## config.mk

```make
export PLATFORM = sky130hd
export DESIGN_NAME = ifelse_arbiter
export DESIGN_NICKNAME = d
export VERILOG_FILES = /design/src/rtl/ifelse_arbiter.sv
export SDC_FILE = /design/constraint.sdc
export NUM_CORES = 1
export LEC_CHECK = 0
export ABC_AREA = 1
export ABC_CLOCK_PERIOD_IN_PS = 2900
export BUFFER_PORTS_ARGS = -buffer_cell sky130_fd_sc_hd__buf_4
export CORE_AREA = 3 3 40 42
export DETAILED_ROUTE_END_ITERATION = 8
export DIE_AREA = 0 0 43 45
export GPL_TIMING_DRIVEN = 0
export SLEW_MARGIN = 20
export SYNTH_ARGS = -nofsm -noshare
export SYNTH_HDL_FRONTEND = slang
export SYNTH_SLANG_ARGS = --single-unit
export TNS_END_PERCENT = 1
```

## constraint.sdc

```tcl
create_clock -name clk -period 2.9 [get_ports clk]
set_clock_uncertainty 0.15 [all_clocks]
set_input_delay 0.29 -clock clk [delete_from_list [all_inputs] [get_ports clk]]
set_output_delay 0.29 -clock clk [all_outputs]
set_load 0.05 [all_outputs]
```

## src/rtl/ifelse_arbiter.sv

```systemverilog
// Registered N-way arbiter: fixed-priority or round-robin selection, grant held while
// the owner keeps requesting, optional forced hand-over after MAX_HOLD cycles.
module ifelse_arbiter #(
   parameter int N        = 4,
   parameter int MODE     = 0,
   parameter int MAX_HOLD = 0,
   parameter int IDW      = (N > 1) ? $clog2(N) : 1
) (
   input  logic           clk,
   input  logic           reset,
   input  logic [N-1:0]   req,
   output logic [N-1:0]   grant,
   output logic           grant_valid,
   output logic [IDW-1:0] grant_id
);

   localparam int HCW = (MAX_HOLD < 1) ? 1 : $clog2(MAX_HOLD + 1);
   localparam logic [HCW-1:0] HOLD_MAX = HCW'(MAX_HOLD);
   localparam logic [HCW-1:0] HOLD_NEW = (MAX_HOLD > 0) ? HCW'(1) : '0;

   typedef enum logic {IDLE, GRANT} state_t;

   state_t           state_q, state_d;
   logic [N-1:0]     grant_q, grant_d;
   logic [IDW-1:0]   id_q, id_d;
   logic [HCW-1:0]   hold_q, hold_d;
   logic [IDW-1:0]   rr_ptr_q, rr_ptr_d;
   logic [IDW-1:0]   win_all, win_oth;
   logic [N-1:0]     others;
   logic             own_req;

   // Loops run backwards so the first index in scan order is the last one assigned.
   function automatic logic [IDW-1:0] winner(input logic [N-1:0] vec,
                                             input logic [IDW-1:0] ptr);
      int idx;
      winner = '0;
      if (MODE == 0) begin
         for (int i = N - 1; i >= 0; i--)
            if (vec[i]) winner = IDW'(i);
      end else begin
         for (int i = N; i >= 1; i--) begin
            idx = (int'(ptr) + i) % N;
            if (vec[idx]) winner = IDW'(idx);
         end
      end
   endfunction

   function automatic logic [HCW-1:0] sat_inc(input logic [HCW-1:0] cnt);
      if (MAX_HOLD == 0)
         sat_inc = '0;
      else if (cnt < HOLD_MAX)
         sat_inc = cnt + 1'b1;
      else
         sat_inc = HOLD_MAX;
   endfunction

   assign others  = req & ~grant_q;
   assign own_req = |(req & grant_q);
   assign win_all = winner(req, rr_ptr_q);
   assign win_oth = winner(others, rr_ptr_q);

   always_comb begin
      state_d  = state_q;
      grant_d  = grant_q;
      id_d     = id_q;
      hold_d   = hold_q;
      rr_ptr_d = rr_ptr_q;
      case (state_q)
         IDLE: begin
            if (|req) begin
               state_d         = GRANT;
               grant_d         = '0;
               grant_d[win_all] = 1'b1;
               id_d            = win_all;
               rr_ptr_d        = win_all;
               hold_d          = HOLD_NEW;
            end
         end
         GRANT: begin
            if (!own_req) begin
               if (|req) begin
                  // Owner released while others wait: hand over without an idle bubble.
                  grant_d          = '0;
                  grant_d[win_all] = 1'b1;
                  id_d             = win_all;
                  rr_ptr_d         = win_all;
                  hold_d           = HOLD_NEW;
               end else begin
                  state_d = IDLE;
                  grant_d = '0;
                  id_d    = '0;
                  hold_d  = '0;
               end
            end else if (MAX_HOLD > 0 && hold_q >= HOLD_MAX && |others) begin
               grant_d          = '0;
               grant_d[win_oth] = 1'b1;
               id_d             = win_oth;
               rr_ptr_d         = win_oth;
               hold_d           = HOLD_NEW;
            end else begin
               hold_d = sat_inc(hold_q);
            end
         end
         default: state_d = IDLE;
      endcase
   end

   // Registered grant stage
   always_ff @(posedge clk) begin
      if (reset) begin
         state_q  <= IDLE;
         grant_q  <= '0;
         id_q     <= '0;
         hold_q   <= '0;
         rr_ptr_q <= IDW'(N - 1);
      end else begin
         state_q  <= state_d;
         grant_q  <= grant_d;
         id_q     <= id_d;
         hold_q   <= hold_d;
         rr_ptr_q <= rr_ptr_d;
      end
   end

   assign grant       = grant_q;
   assign grant_valid = |grant_q;
   assign grant_id    = id_q;

endmodule

```

==> results.txt <==
----------------------------------------------------
[Outcome]
  Run status ... finished, final reports clean

[Finish]
  Number of diodes ... 0
  Number of inserted filler cells in the final layout ... 140
  Most common cell after layout, fill and taps aside ... nand2_1
  Multi-input combinational cell area ... 224 um^2
  Nets ... between 80 and 90
  Most frequent cells in the layout ... nand2_1, buf_4, nor2_1
  Share of post-route cells with drive strength above 1 ... 28.2%
  Layout overhead on the synthesized area ... 34.6%
  Storage cell area ... around 140 um^2

[Drt]
  Final WL ... 867 um
  Via count of the routed design ... 431
  DRT iter0 DRCs ... 12
  Remaining antenna violation count after routing ... 0
  Number of remaining DRC errors ... 0
  Detailed-route vias per instance ... ~4.6
  Router iterations before antenna repair ... 3
  Average wire length per cell after detail routing ... 9.32 um

[Min path]
  Class of the tightest hold or removal check ... in2reg
  End of the worst hold path ... grant[1]$_SDFFE_PP0P_
  Startpoint of the worst hold path ... reset
  Hold path cells ... 2

[Synthesis]
  Synth top area cells ... dfxtp_1, nand2_1, a21oi_1
  Synth Net Count ... between 60 and 70
  Cell count after synthesis ... between 60 and 70
  Synthesized cell area ... 390 um^2
  Area share of the largest cell type after synthesis ... 35.9%
  Number of synthesized register bits ... 7
  Share of the yosys chip area belonging to registers ... 35.9%
  Yosys warning count ... 0
  Most area-hungry cell type in the Yosys netlist ... dfxtp_1
  Unique masters post-synth ... 13
  Avg Synthesized Cell Area ... 6.30 um^2

[STA]
  Number of setup violations in the final report ... 0
  Total negative slack for setup checks ... 0 ps
  Post-route minimum period ... 1740 ps
  Worst Max-Slew Pin Slew ... about 330 ps
  Slew margin rel. ... 78.1%
  Fin. Hold Viols ... 0
  Final period utilization ... 60.1%
  Count of final max-slew check failures ... 0
  WHS ... between 80 and 90 ps
  Maximum clock frequency ... 573 MHz
  RSZ-0062 raised after global routing ... no

[Power]
  Max rail drop VDD ... 355 uV
  Pwr dens ... 520 nW/um^2
  Static power due to leakage ... 0.000267 uW

[Setup path]
  Kind of launch point of the worst setup path ... flip-flop
  Critical R2R Capture ... grant[0]$_SDFFE_PP0P_
  Largest delay contributor family on the critical path ... simple AND/OR/NAND/NOR gates
  Slowest stage cell, crit path ... or4_1
  Beginning of the worst register-to-register path ... grant[1]$_SDFFE_PP0P_
  Required time reported for the critical path endpoint ... roughly 2500 ps
  Arrival time at the worst endpoint ... approximately 1300 ps
  Critical-path maximum fanout ... 4
  Number of cells on the worst reg-to-reg path ... 6
  Slack of the worst reg-to-reg path ... 1680 ps
  Sort of element at the end of the critical path ... primary output
  Worst Path Class, Setup ... reg2out
  Buffers & Inverters on Critical Path ... 1
  Cells traversed along the worst timing path ... or4_1 > buf_4
  Slowest stage delay, CP ... 510 ps

[Clock tree]
  TritonCTS clock tree ... built
  CTS Buf Count ... 3
  Resized Gates After CTS ... 0
  Library cell used as clock root buffer ... clkbuf_4
  CTS HTree Levels ... 1
  Clock transition at the register clock pins on the worst setup and hold paths after CTS ... 60 ps
  Hold Buf Count CTS ... 0
  Maximum buffer depth of the clock tree ... 2
  Number of sinks on the clock net ... 7
  Clk_lat worst skew ... 250 ps
  Post-CTS setup buffers ... 0

[Place]
  DPL Wire Length ... 702 um
  Number of buffers inserted by port buffering ... 12
  RD Place Congestion ... 0.852

[Die]
  Standard cell core area ... 1280 um^2
  Chip Width ... 43 um
  Top-Level Pins ... 13
  Die boundary height ... 45 um
  Starting density of the core ... 30.4%
  Die area ... 1940 um^2
  Standard-cell row count ... 13

[Global routing]
  Global-route wire length before repair ... 1460 um
  Antenna violations before repair ... 0
  Maximum number of pins on one net before global-route repair ... 8
  Global-route total usage across every layer ... 10.2%
  Total grt overflow ... 0
  Via count of the first global-routing pass ... 369

[Flow run]
  Max Cap Violations ... 0

----------------------------------------------------
==> registers in the layout (all words and copies together), names as in the netlist <==
signal,flops
grant_id,2
grant,4
state_q,1
==> routing by layer <==
metal | global-route usage [%] | share of wire, % | vias up
met5 | 0 | 0 | -
met4 | 1.81 | 0.69 | 0
met3 | 6.37 | 7.6 | 2
met2 | 15.6 | 44 | 10
met1 | 12.4 | 47 | 186
li1 | - | - | 233
==> metrics by stage <==
stage / utilization [%] / worst slack [ps] / instance area (um^2) / power, uW / instances
after floorplan: - / 1150 / 390 / 162 / 62
after global placement: 38.9 / 1420 / 499 / 187 / 89
after detailed placement: 38.9 / 1420 / 499 / 188 / 89
after CTS: 40.9 / 1150 / 526 / 278 / 93
after global routing: 40.9 / 1100 / 526 / 289 / 93
final: 40.9 / 1160 / 526 / 273 / 93
==> how the worst max path moves through the flow <==
stage          cells after the start                   from           to  slack, ps
3_3_place_gp                       2  grant[3]$_SDFFE_PP0P_  grant_valid       1420
3_5_place_dp                       2  grant[3]$_SDFFE_PP0P_  grant_valid       1420
5_1_grt                            2  grant[3]$_SDFFE_PP0P_  grant_valid       1100
4_1_cts                            2  grant[3]$_SDFFE_PP0P_  grant_valid       1150
6_report                           2  grant[3]$_SDFFE_PP0P_  grant_valid       1160
2_1_floorplan                      1  grant[3]$_SDFFE_PP0P_  grant_valid       1150
==> Yosys cell counts <==
library cell / count
nand3_1: 7
a21oi_1: 7
nand2_1: 16
or4_1: 1
nor2_2: 1
nor2_1: 9
inv_2: 1
dfxtp_1: 7
nand2_2: 4
nand3b_1: 1
inv_1: 6
nor3_1: 1
o21ai_2: 1
==> layout make-up <==
type	instances	share of cell area (%)
multi-input cells	48	42.6
flip-flops and latches	7	26.7
repair buffers	12	17.1
clock buffers	4	5.00
inverters	7	5.00
well taps	15	3.57
==> where the power goes <==
part | total [uW] | internal (uW) | switching (uW)
Clock | 88.0 | 52.5 | 35.5
Combinational | 77.5 | 26.0 | 51.5
Sequential | 108 | 102 | 5.59
==> cells by family after synthesis <==
logic type             after synthesis  synth area share [%]
AO/OA/AOI/OAI                        8                  11.2
buffers and inverters                7                  6.73
flip-flops                           7                  35.9
AND/OR/NAND/NOR                     40                  46.2
Power figures use the tool's default switching activity.
